--- src/rtl/serial_loader_pkg.sv ---
// rtl/serial_loader_pkg.sv - shared board constants for the serial operand loader
package serial_loader_pkg;

  // Basys3 system clock
  localparam int unsigned BOARD_CLK_HZ = 100_000_000;

  // 10 ms of stable button level at BOARD_CLK_HZ
  localparam int unsigned DEBOUNCE_10MS = BOARD_CLK_HZ / 100;

endpackage

--- src/rtl/btn_conditioner.sv ---
// rtl/btn_conditioner.sv - pushbutton sync, debounce and press strobe
module btn_conditioner
  import serial_loader_pkg::*;
#(
  parameter int unsigned DEBOUNCE_CYCLES = DEBOUNCE_10MS
) (
  input  logic clk,
  input  logic rst,
  input  logic btn_raw,
  output logic press_pulse
);

  localparam int unsigned DB_W = (DEBOUNCE_CYCLES > 1) ? $clog2(DEBOUNCE_CYCLES) : 1;
  localparam logic [DB_W-1:0] DB_LAST = DB_W'(DEBOUNCE_CYCLES - 1);

  logic            btn_meta;
  logic            btn_sync;
  logic            vld_meta;
  logic            sync_vld;
  logic [DB_W-1:0] db_cnt;
  logic            db_level;
  logic            db_level_q;
  logic            armed;

  // Two-flop synchronizer; the valid shadow marks when btn_sync holds a real sample.
  always_ff @(posedge clk or posedge rst) begin
    if (rst) begin
      btn_meta <= 1'b0;
      btn_sync <= 1'b0;
      vld_meta <= 1'b0;
      sync_vld <= 1'b0;
    end else begin
      btn_meta <= btn_raw;
      btn_sync <= btn_meta;
      vld_meta <= 1'b1;
      sync_vld <= vld_meta;
    end
  end

  // Accept a level change only after DEBOUNCE_CYCLES consecutive differing samples.
  always_ff @(posedge clk or posedge rst) begin
    if (rst) begin
      db_cnt   <= '0;
      db_level <= 1'b0;
    end else if (btn_sync == db_level) begin
      db_cnt <= '0;
    end else if (db_cnt == DB_LAST) begin
      db_level <= btn_sync;
      db_cnt   <= '0;
    end else begin
      db_cnt <= db_cnt + 1'b1;
    end
  end

  // Edge history, and arming: a button held through reset must be released before it counts.
  always_ff @(posedge clk or posedge rst) begin
    if (rst) begin
      db_level_q <= 1'b0;
      armed      <= 1'b0;
    end else begin
      db_level_q <= db_level;
      if (sync_vld && !btn_sync) begin
        armed <= 1'b1;
      end
    end
  end

  assign press_pulse = armed & db_level & ~db_level_q;

endmodule

--- src/rtl/serial_loader.sv ---
// rtl/serial_loader.sv - button-clocked serial-to-parallel operand loader
module serial_loader
  import serial_loader_pkg::*;
#(
  parameter int unsigned WIDTH           = 3,
  parameter int unsigned DEBOUNCE_CYCLES = DEBOUNCE_10MS,
  parameter int unsigned CNT_W           = $clog2(WIDTH + 1)
) (
  input  logic             clk,
  input  logic             rst,
  input  logic             btn,
  input  logic             si,
  input  logic             clr,
  output logic [WIDTH-1:0] po,
  output logic [CNT_W-1:0] count,
  output logic             full,
  output logic             shift_pulse,
  output logic             load_pulse
);

  localparam logic [CNT_W-1:0] COUNT_FULL = CNT_W'(WIDTH);
  localparam logic [CNT_W-1:0] COUNT_LAST = CNT_W'(WIDTH - 1);
  localparam logic [CNT_W-1:0] COUNT_ONE  = CNT_W'(1);

  logic             si_meta;
  logic             si_sync;
  logic             press_pulse;
  logic [WIDTH-1:0] po_d;
  logic [CNT_W-1:0] count_d;
  logic             full_d;
  logic             shift_d;
  logic             load_d;

  btn_conditioner #(
    .DEBOUNCE_CYCLES(DEBOUNCE_CYCLES)
  ) u_btn (
    .clk        (clk),
    .rst        (rst),
    .btn_raw    (btn),
    .press_pulse(press_pulse)
  );

  // Two-flop synchronizer for the switch bit.
  always_ff @(posedge clk or posedge rst) begin
    if (rst) begin
      si_meta <= 1'b0;
      si_sync <= 1'b0;
    end else begin
      si_meta <= si;
      si_sync <= si_meta;
    end
  end

  // Next word state: clr dominates, a shift while FULL restarts the count at 1.
  always_comb begin
    po_d    = po;
    count_d = count;
    full_d  = full;
    shift_d = 1'b0;
    load_d  = 1'b0;
    if (clr) begin
      po_d    = '0;
      count_d = '0;
      full_d  = 1'b0;
    end else if (press_pulse) begin
      po_d    = {po[WIDTH-2:0], si_sync};
      shift_d = 1'b1;
      if (count == COUNT_FULL) begin
        count_d = COUNT_ONE;
        full_d  = 1'b0;
      end else begin
        count_d = count + 1'b1;
        if (count == COUNT_LAST) begin
          full_d = 1'b1;
          load_d = 1'b1;
        end
      end
    end
  end

  // Registered word, count and strobes.
  always_ff @(posedge clk or posedge rst) begin
    if (rst) begin
      po          <= '0;
      count       <= '0;
      full        <= 1'b0;
      shift_pulse <= 1'b0;
      load_pulse  <= 1'b0;
    end else begin
      po          <= po_d;
      count       <= count_d;
      full        <= full_d;
      shift_pulse <= shift_d;
      load_pulse  <= load_d;
    end
  end

endmodule
--- config.mk ---
export PLATFORM = sky130hd
export DESIGN_NAME = serial_loader
export DESIGN_NICKNAME = d
export VERILOG_FILES = /design/src/rtl/serial_loader_pkg.sv /design/src/rtl/btn_conditioner.sv /design/src/rtl/serial_loader.sv
export SDC_FILE = /design/constraint.sdc
export NUM_CORES = 1
export LEC_CHECK = 0
export CAP_MARGIN = 20
export CORE_UTILIZATION = 35
export CTS_CLUSTER_SIZE = 25
export DETAILED_ROUTE_END_ITERATION = 12
export PLACE_DENSITY = 0.56
export SYNTH_ARGS = -nofsm -noshare
export SYNTH_HDL_FRONTEND = slang
export SYNTH_SLANG_ARGS = --single-unit
--- constraint.sdc ---
create_clock -name clk -period 2.2 [get_ports clk]
set_input_delay 0.22 -clock clk [delete_from_list [all_inputs] [get_ports clk]]
set_output_delay 0.22 -clock clk [all_outputs]
set_load 0.005 [all_outputs]
### After elaboration in Yosys (flattened, before gate mapping)

Cells that the tools add are included.

* output and inout port bits: 8
* bits of input ports: 5
* flip-flop bits (word level): 37
* logic and storage cells: 48

* equality and inequality tests: 4
* bitwise logic cells: 4
* reduce and logical (&&, ||, !) cells: 6
* muxes and demuxes: 17
* add/subtract/negate cells: 2

Operators by type and width (count)
* $mux 20: 2
* $add 20x1->20 const B: 1
* $eq 20x20->1 const B: 1
* $mux 1: 10
* $mux 2: 3
* $mux 3: 2
* $eq 2x2->1 const B: 2
* $reduce_and 2->1: 2
* $reduce_bool 3->1: 1
* $add 2x1->2 const B: 1
* $and 1x1->1: 2
* $not 1->1: 2
* $reduce_bool 2->1: 1
* $eq 1x1->1: 1
* $logic_and 1x1->1: 1
* $logic_not 1->1: 1

### Longest topological paths before layout

* depth after elaboration: 5
* gate-level depth with buffers: 6
* gate-level depth less buffers: 5

### Cells and area by module

Synthesis repeated with hierarchy kept, for this count alone.

* cells, all modules: 155
* area total of the unflattened synthesis: 1671.6 um2

By module, submodules not included
* btn_conditioner: area an instance 1249.9 um2, sequential area each 675.6 um2, cells each 123, instances 1
* serial_loader: area an instance 421.7 um2, sequential area each 250.2 um2, cells each 32, instances 1

### Least setup slack after synthesis

No wires, ideal clock.

* kind: reg2reg
* from: register u_btn.db_cnt[0]
* to: register u_btn.db_cnt[18]
* arrival: 1.800 ns
* setup time: 0.078 ns
* stages on the path, launching flop included: 7
* setup slack: 0.322 ns
* required time: 2.122 ns
* path through: dfrtp_1 ha_1 nand3_1 or4_1 buf_2 or4_1 a21oi_1

* cells in the longest elaborated chain, start to end: 3
* elaborated cells between the ends (all ways): 4
* those cells by class: add/sub (1); eq/ne (1); mux (2)

Ends and longest elaborated chain
* start, declared: RTL line btn_conditioner.sv:20 `logic [DB_W-1:0] db_cnt;`
* start signal, assigned: RTL line btn_conditioner.sv:51 `db_cnt <= db_cnt + 1'b1;`
* $add 20x1->20 or $eq 20x20->1 (tied branches): RTL line btn_conditioner.sv:51, btn_conditioner.sv:47
* $mux 20 (*): RTL line btn_conditioner.sv:47 `end else if (db_cnt == DB_LAST) begin`
* $mux 20 (*): RTL line btn_conditioner.sv:45 `end else if (btn_sync == db_level) begin`

Mark *: on every way between the ends. The rest lies on a longest branch, timed or not.
A chain may end at the register's enable or synchronous reset.

### Worst setup path in the final report

Ends and elaborated chain as after synthesis.

==> metrics.txt <==
DPL Wire Length 2030 um; WS Path Type flop to flop; Pwr per Cell Area 690 nW/um2; Yosys warnings 0; Total GRT Usage 13.5%; TritonCTS clock tree yes; hold buffer count at CTS 0; max_cap viols 0; num rows 24; Fin. Hold Viols 0; Routed WL per cell 12.8 um; area of the multi-input gates 662 um2; cell count after synthesis 156; # H-tree levels 2; Tcrit/Tclk final 90.6%; Inst Count DP 220; ys async rst share 100%; Least-Margin Pin Slew 0.509 ns; worst-path maximum fanout 7; P_leak 0.792 nW; Die W 70.1 um; synthesized cell area 1620 um2; # clock sinks 37; post-CTS setup buffers 0; syn nets 166; I/O Buffers 12; HP Class input port to async pin; via/cell ratio 5.11; cts bufs inserted 5; skew final 0.00490 ns; synthesis-to-finish area growth 19.5%; GRT Residual Overflow 0; most frequent cells in the layout dfrtp_1, nor2_1, nand2_1, clkdlybuf4s50_1, a21oi_1; Post-route DRC 0; ANT cells 0; share of layout cells above drive strength 1 9.09%; post-cts gate resize count 0; Starting DRT DRC Count 53; leading cell type in the layout, fill and taps excluded dfrtp_1; worst endpoint data arrival time 2.21 ns; number of global-route vias before repair 1172; Slew HR 65.9%; total number of vias 1165; CORE AREA 4410 um2; Initial Util 36.7%; register area share after synthesis 57.1%; Top reg by flops u_btn.db_cnt; fin. max-slew vios 0; Syn Area/Cell 10.4 um2; pin count of the biggest net entering global routing 38; First-pass DRT Iterations 4; EDFF count, synth 0; Worst-path clk slew 0.07 ns; Non-Filler Instances 228; min cycle time layout 1.99 ns; Final TNS setup 0 ns; outcome finished clean; Max Fclk 502 MHz; final core utilization 43.9%; num ports 13; RSZ-0062 raised after global routing no; Final setup viols 0; reg2reg start u_btn.db_cnt[0]$_DFF_PP0_; routability cong. 0.833; max FFs per register 20; initial antenna violation count 0; antenna-violating nets left 0; Worst EP required 2.42 ns; Nets 185; launch point of the worst path u_btn.db_cnt[0]$_DFF_PP0_; ys flop type dfrtp_1; final WL 2910 um; FILL cells 432; Yosys reg bits 37; number of distinct library cells after synthesis 29; first-pass GRT wire length 5150 um; top flop regs u_btn.db_cnt x20, po x3, count x2; Max VDD drop 0.000288 V; Die Area 4910 um2; FF+latch area 926 um2; crit path launch type flop; CTS max path bufs 2; Worst Setup End Kind flop; CTS root buf clkbuf_8; chip height 70.1 um; clk_lat worst skew 0.29 ns
==> metal layers <==
metal,global-route usage [%],vias up,wire [um]
li1,-,573,-
met1,15.4,565,1390
met2,22.2,22,1330
met3,6.06,5,145
met4,5.11,0,43
met5,0,-,0
==> path summary, 6_finish.rpt <==
check | slack (ns) | end | cells past startpoint
max | 0.21 | u_btn.db_cnt[18]$_DFF_PP0_ | 5
min | 0.32 | u_btn.db_cnt[15]$_DFF_PP0_ | 3
max reg2reg | 0.21 | u_btn.db_cnt[18]$_DFF_PP0_ | 5
min reg2reg | 0.36 | si_sync$_DFF_PP0_ | 0
max in group asynchronous | 1.54 | load_pulse$_DFF_PP0_ | 3
min in group clk | 0.36 | si_sync$_DFF_PP0_ | 0
==> synthesized netlist by cell type (4+ instances only) <==
cell / number / area, um2
a21oi_1: 11 / 55.1
xnor2_1: 9 / 78.8
dfrtp_1: 37 / 926
nor2_1: 18 / 67.6
or3_1: 4 / 25.0
o21ai_0: 6 / 30.0
inv_1: 7 / 26.3
ha_1: 5 / 62.6
nand2_1: 16 / 60.1
nand3_1: 4 / 20.0
nor3_1: 5 / 25.0
==> power breakdown <==
| group | leakage, nW | switching (W) | internal (W) |
|---|---|---|---|
| combinational | 0.238 | 0.0000261 | 0.0000153 |
| clock | 0.0585 | 0.000230 | 0.000369 |
| sequential | 0.495 | 0.00000669 | 0.000690 |
| total | 0.792 | 0.000262 | 0.00107 |
==> through the flow <==
stage | hold slack (ns) | total power [W] | setup slack (ns) | instance area (um2)
finish | 0.325 | 0.00134 | 0.207 | 1940
global route | 0.349 | 0.00140 | 0.0874 | 1940
CTS | 0.340 | 0.00136 | 0.203 | 1940
detailed placement | 0.337 | 0.000752 | 0.215 | 1820
global placement | 0.336 | 0.000752 | 0.258 | 1820
floorplan | 0.251 | 0.000732 | 0.322 | 1620
==> area by class of cell <==
type	instances	area share, %
timing repair buffer	15	7.36
sequential	37	47.8
inverter	7	1.36
clock inverter	1	1.55
tap	52	3.36
multi-input combinational	109	34.2
clock buffer	7	4.45
==> logic make-up (layout without fill, tap and decap cells) <==
family / Yosys count / count (layout) / synth area share [%]
other: 1 / 1 / 0.231
adder cells (fa/ha/maj): 5 / 5 / 3.86
flip-flops: 37 / 37 / 57.1
AO/OA/AOI/OAI: 23 / 23 / 8.02
multiplexers: 1 / 1 / 0.694
AND/OR/NAND/NOR: 67 / 67 / 21.2
buffers and inverters: 10 / 30 / 2.39
XOR/XNOR: 12 / 12 / 6.48
==> worst max-delay path, cell delays in order (launching register included) <==
cell	delay, ns
dfrtp_1	0.38
ha_1	0.23
nand3_1	0.13
or4_1	0.54
or4_1	0.50
a21oi_1	0.14
No activity file was read; power rests on OpenSTA's default activity.
